File: src/rtl/data_mem_ctrl.sv
// Load/store unit: turns one CPU data access into one handshaked bus transaction,
// stalling the core until it completes, with lane steering, extension and fault detection.
module data_mem_ctrl #(
  parameter int unsigned TIMEOUT = 255
) (
  input  logic        clk,
  input  logic        rst,
  input  logic        cpu_req,
  input  logic        cpu_wren,
  input  logic [31:0] cpu_addr,
  input  logic [31:0] cpu_wdata,
  input  logic [1:0]  cpu_size,
  input  logic        cpu_signed,
  output logic [31:0] cpu_rdata,
  output logic        cpu_stall,
  output logic        cpu_fault,
  output logic        bus_req,
  output logic        bus_we,
  output logic [31:0] bus_addr,
  output logic [31:0] bus_wdata,
  output logic [3:0]  bus_be,
  input  logic        bus_gnt,
  input  logic        bus_rvalid,
  input  logic [31:0] bus_rdata
);

  typedef enum logic [1:0] {IDLE, ISSUE, WAIT, RESP} state_t;

  state_t      state, state_next;
  logic [15:0] cnt;
  logic [29:0] lat_word;
  logic        lat_we;
  logic [3:0]  lat_be;
  logic [31:0] lat_wdata;
  logic [1:0]  lat_size;
  logic [1:0]  lat_off;
  logic        lat_signed;
  logic        to_flag;

  logic        misaligned;
  logic        cnt_last;
  logic        timeout_hit;
  logic [3:0]  req_be;
  logic [31:0] req_wdata;
  logic [31:0] load_data;
  logic [7:0]  load_byte;
  logic [15:0] load_half;

  always_comb begin
    misaligned = 1'b0;
    req_be     = 4'b1111;
    req_wdata  = cpu_wdata;
    case (cpu_size)
      2'b00: begin
        req_be    = 4'b0001 << cpu_addr[1:0];
        req_wdata = {4{cpu_wdata[7:0]}};
      end
      2'b01: begin
        misaligned = cpu_addr[0];
        req_be     = 4'b0011 << cpu_addr[1:0];
        req_wdata  = {2{cpu_wdata[15:0]}};
      end
      default: misaligned = |cpu_addr[1:0];
    endcase
  end

  // The counter covers ISSUE and WAIT together; a grant or read response in the
  // final budgeted cycle still wins over the timeout.
  assign cnt_last    = (cnt >= 16'(TIMEOUT - 1));
  assign timeout_hit = cnt_last && (((state == ISSUE) && !bus_gnt) ||
                                    ((state == WAIT) && !bus_rvalid));

  always_comb begin
    load_byte = bus_rdata[{lat_off, 3'b000} +: 8];
    load_half = bus_rdata[{lat_off[1], 4'b0000} +: 16];
    case (lat_size)
      2'b00:   load_data = {{24{lat_signed & load_byte[7]}}, load_byte};
      2'b01:   load_data = {{16{lat_signed & load_half[15]}}, load_half};
      default: load_data = bus_rdata;
    endcase
  end

  always_ff @(posedge clk or negedge rst) begin
    if (!rst) state <= IDLE;
    else      state <= state_next;
  end

  always_ff @(posedge clk or negedge rst) begin
    if (!rst) begin
      cnt        <= '0;
      lat_word   <= '0;
      lat_we     <= 1'b0;
      lat_be     <= '0;
      lat_wdata  <= '0;
      lat_size   <= '0;
      lat_off    <= '0;
      lat_signed <= 1'b0;
      to_flag    <= 1'b0;
      cpu_rdata  <= '0;
    end else begin
      to_flag <= timeout_hit;
      case (state)
        IDLE: begin
          cnt <= '0;
          if (cpu_req && misaligned) begin
            cpu_rdata <= '0;
          end else if (cpu_req) begin
            lat_word   <= cpu_addr[31:2];
            lat_we     <= cpu_wren;
            lat_be     <= req_be;
            lat_wdata  <= req_wdata;
            lat_size   <= cpu_size;
            lat_off    <= cpu_addr[1:0];
            lat_signed <= cpu_signed;
          end
        end
        ISSUE, WAIT: begin
          cnt <= cnt + 16'd1;
          if ((state == WAIT) && bus_rvalid) cpu_rdata <= load_data;
          else if (timeout_hit)              cpu_rdata <= '0;
        end
        default: ;
      endcase
    end
  end

  always_comb begin
    state_next = state;
    case (state)
      IDLE:  if (cpu_req && !misaligned) state_next = ISSUE;
      ISSUE: begin
        if (bus_gnt)       state_next = lat_we ? RESP : WAIT;
        else if (cnt_last) state_next = RESP;
      end
      WAIT:  if (bus_rvalid || cnt_last) state_next = RESP;
      RESP:  state_next = IDLE;
      default: state_next = IDLE;
    endcase
  end

  // Combinational outputs are gated by reset so the core sees no stall or fault while held.
  always_comb begin
    cpu_stall = 1'b0;
    cpu_fault = 1'b0;
    bus_req   = 1'b0;
    bus_we    = 1'b0;
    bus_addr  = '0;
    bus_wdata = '0;
    bus_be    = '0;
    if (rst) begin
      case (state)
        IDLE: begin
          cpu_stall = cpu_req & ~misaligned;
          cpu_fault = cpu_req & misaligned;
        end
        ISSUE: begin
          cpu_stall = 1'b1;
          bus_req   = 1'b1;
          bus_we    = lat_we;
          bus_addr  = {lat_word, 2'b00};
          bus_wdata = lat_wdata;
          bus_be    = lat_be;
        end
        WAIT:    cpu_stall = 1'b1;
        RESP:    cpu_fault = to_flag;
        default: ;
      endcase
    end
  end

endmodule

File: config.mk
export PLATFORM = sky130hd
export DESIGN_NAME = data_mem_ctrl
export DESIGN_NICKNAME = d
export VERILOG_FILES = /design/src/rtl/data_mem_ctrl.sv
export SDC_FILE = /design/constraint.sdc
export NUM_CORES = 1
export LEC_CHECK = 0
export CELL_PAD_IN_SITES_DETAIL_PLACEMENT = 0
export CELL_PAD_IN_SITES_GLOBAL_PLACEMENT = 1
export CORE_MARGIN = 4
export CORE_UTILIZATION = 36
export CTS_BUF_LIST = sky130_fd_sc_hd__clkbuf_4
export CTS_CLUSTER_DIAMETER = 80
export CTS_CLUSTER_SIZE = 24
export DETAILED_ROUTE_END_ITERATION = 8
export GPL_ROUTABILITY_DRIVEN = 0
export GPL_TIMING_DRIVEN = 0
export PLACE_DENSITY_LB_ADDON = 0.25
export SYNTH_ARGS = -nofsm -noshare
export SYNTH_HDL_FRONTEND = slang
export SYNTH_SLANG_ARGS = --single-unit
File: constraint.sdc
create_clock -name clk -period 2.83 [get_ports clk]
set_clock_uncertainty 0.2 [all_clocks]
set_input_delay 0.4245 -clock clk [delete_from_list [all_inputs] [get_ports clk]]
set_output_delay 0.4245 -clock clk [all_outputs]
set_load 0.05 [all_outputs]
==> results.cfg <==
[timing]
period_needed_ps = 2710
hold_viol = 0
worst_slew_margin_rel_pct = 31.4
timing_worst_slew_pin_value_ps = 1030
fin_crit_sh_pct = 95.7
finalSetupTns_ps = 0
finalSetupViolCount = 0
max_clock_freq_mhz = 369
final_max_slew_viol_count = 0
setup_ws_ps = 122

[clock_tree]
clkSlewWorstSetupHoldPaths_ps = 90
clock_latency_ps = 530
cts_num_sinks = 123
root_buffer = clkbuf_4
clk_path_buf_depth = 2
cts_made_buffers = 17
cts_tree = built
h-tree-depth = 4

[floorplan]
std_cell_rows = 47
die_h_um = 140
die-width_um = 140
start_util_pct = 37.3
die_area_mm2 = 0.0195
pin_count = 209
core_region_area_mm2 = 0.0168

[min_path]
hold_path_class = in -> reg

[synthesis]
synth_cell_types = 50
synth_edf_count = 0
synth_area_mm2 = 0.00624
syn_area_per_cell_um2 = 10.5
synth-seq-cells = 123
ys.flop_type = dfrtp_1
synthArstFlopShare_pct = 100
synth_warnings = 0
synthCells = 596
ys_seq_area_share_pct = 49.3

[global_routing]
grt_pass1_wl_um = 31500
gr-total-overflow = 0
grt_pass1_vias = 5765
grt_util_all_layers_pct = 20.4
grt_max_degree = 47
antenna_found_initial = 2

[route]
via_count = 5631
drt_iter0_drc = 314
drt_first_pass_iters = 7
vias_per_cell = 5.30
drc = 0
antenna_left = 0
wl_per_cell_um = 19.0
wirelength_um = 20200

[final_layout]
layout.cells.most_common = clkdlybuf4s50_1
drive_above_1_share_pct = 23.0
area_growth_pct = 44.2
fin_nets = 941
num-fill-cells = 1518
final_util_pct = 53.7
layout_common_cells = 131 x clkdlybuf4s50_1, 122 x dfrtp_1, 70 x and3_1

[setup_path]
worstSetupEndpointType = output pin
crit_buf_inv = 3
crit_path_max_fanout = 10
startpoint_type = register
critPathKind = reg -> out
critical-path-max-stage-delay_ps = 430
required_ps = 2210
cp.arrival_ps = 2080
slowest_stage = dfrtp_1
crit_chain = inv_2 -> ha_4 -> clkbuf_2 -> and3_1 -> clkdlybuf4s15_2
path_delay_family = buffers and inverters

[status]
status = finished clean

[power_and_ir_drop]
irDropWorstVdd_v = 0.000567
power_w = 0.00862
leakagePower_nw = 4.19
p_per_area_mw_per_mm2 = 957

[place]
portBuffers = 204
place_ws_ps = -1180
dp_hpwl_um = 14500

[run]
maxCapViolCount = 0
[final cells by class]
cell class                      instances  area (µm²)  share of cell area, %
Antenna cell                            2        5.00                 0.0556
Sequential cell                       123        3080                   34.2
Timing Repair Buffer                  216        2180                   24.2
Tap cell                              220         275                   3.06
Clock inverter                          5        47.5                  0.528
Buffer                                 44         224                   2.49
Clock buffer                           24         180                   2.00
Inverter                               10        37.5                  0.417
Multi-Input combinational cell        418        2980                   33.1
[worst min-delay path: cells and delay by family]
| family | cells | cell delay, ps |
|---|---|---|
| buf+inv | 1 | 180 |
| simple gates | 1 | 100 |
| compound gates | 1 | 80 |
[path summary, 6_finish.rpt]
path                                   from       endpoint  slack [ps]  depth (start not counted)
worst max-delay path               state[1]   bus_wdata[9]         120                          5
worst min-delay path            cpu_addr[1]      lat_be[3]         100                          3
worst max register to register     state[0]  cpu_rdata[11]         210                          8
worst min register to register    lat_be[0]      lat_be[0]         290                          1
max in group asynchronous               rst       state[0]         890                          6
min in group asynchronous               rst  lat_wdata[31]         470                          3
[synthesized netlist by cell type, types with 2 or more instances]
cell,instances,area [µm²]
nand3_1,11,55.1
nor3b_1,2,15.0
nor3_1,4,20.0
xnor2_1,4,35.0
a311o_1,2,20.0
buf_2,8,40.0
dfrtp_1,123,3080
mux2_2,53,597
buf_4,2,15.0
o211ai_1,3,22.5
inv_1,10,37.5
nor2b_1,3,18.8
o21a_1,6,45.0
mux2i_1,28,280
nand2b_1,3,18.8
xor2_1,8,70.1
nor4_1,2,12.5
buf_1,5,18.8
a22o_1,5,43.8
and3_1,70,438
nand2_1,47,176
a21oi_1,14,70.1
a21o_1,3,22.5
o21ai_0,33,165
nor2_1,47,176
clkbuf_1,30,113
a221o_1,6,60.1
ha_1,6,75.1
nand4_1,3,18.8
a222oi_1,7,70.1
o21ai_1,3,15.0
o2bb2ai_1,24,210
and2_1,4,25.0
[cell families after synthesis]
family	after synthesis	synth area share [%]
compound gates	115	13.2
xor+xnor	12	1.68
fa+ha+maj	6	1.20
buf+inv	56	3.77
flops	123	49.3
mux	82	14.4
other cells	1	0.0601
simple gates	201	16.4
[registers in the layout (all words and copies together) (netlist names)]
| register | count |
|---|---|
| cnt | 16 |
| cpu_rdata | 32 |
| lat_be | 4 |
| lat_off | 2 |
| lat_signed | 1 |
| lat_size | 2 |
| lat_wdata | 32 |
| lat_we | 1 |
| lat_word | 30 |
| state | 2 |
| to_flag | 1 |
[power by group]
group / internal (W) / switching, W
Clock: 0.000482 / 0.000621
Combinational: 0.00176 / 0.00286
Sequential: 0.00247 / 0.000425
Total: 0.00471 / 0.00391
[metal layers]
metal  up-vias  track usage [%]  part of all wire, %
met1      2789             26.6                   44
met5         -                0                    0
met2       207             31.6                   46
li1       2616                -                    -
met4         0             6.17                  1.2
met3        19             7.82                  8.5
[repair_timing]
item                       CTS  global route
cloned                       1             0
buffers inserted             0             1
resized for setup          295            55
hold buffers                 9             0
pin swaps                    0             1
setup endpoints to repair   70            63
hold endpoints to repair    77             0
[per-stage QoR]
stage	instances	hold slack (ps)	instance area [µm²]
detailed placement	1022	159	8600
CTS	1059	234	9040
global placement	1021	258	8570
finish	1062	95.4	9010
floorplan	597	-71.1	6250
global route	1062	53.1	9010
Power figures use the tool's default switching activity.
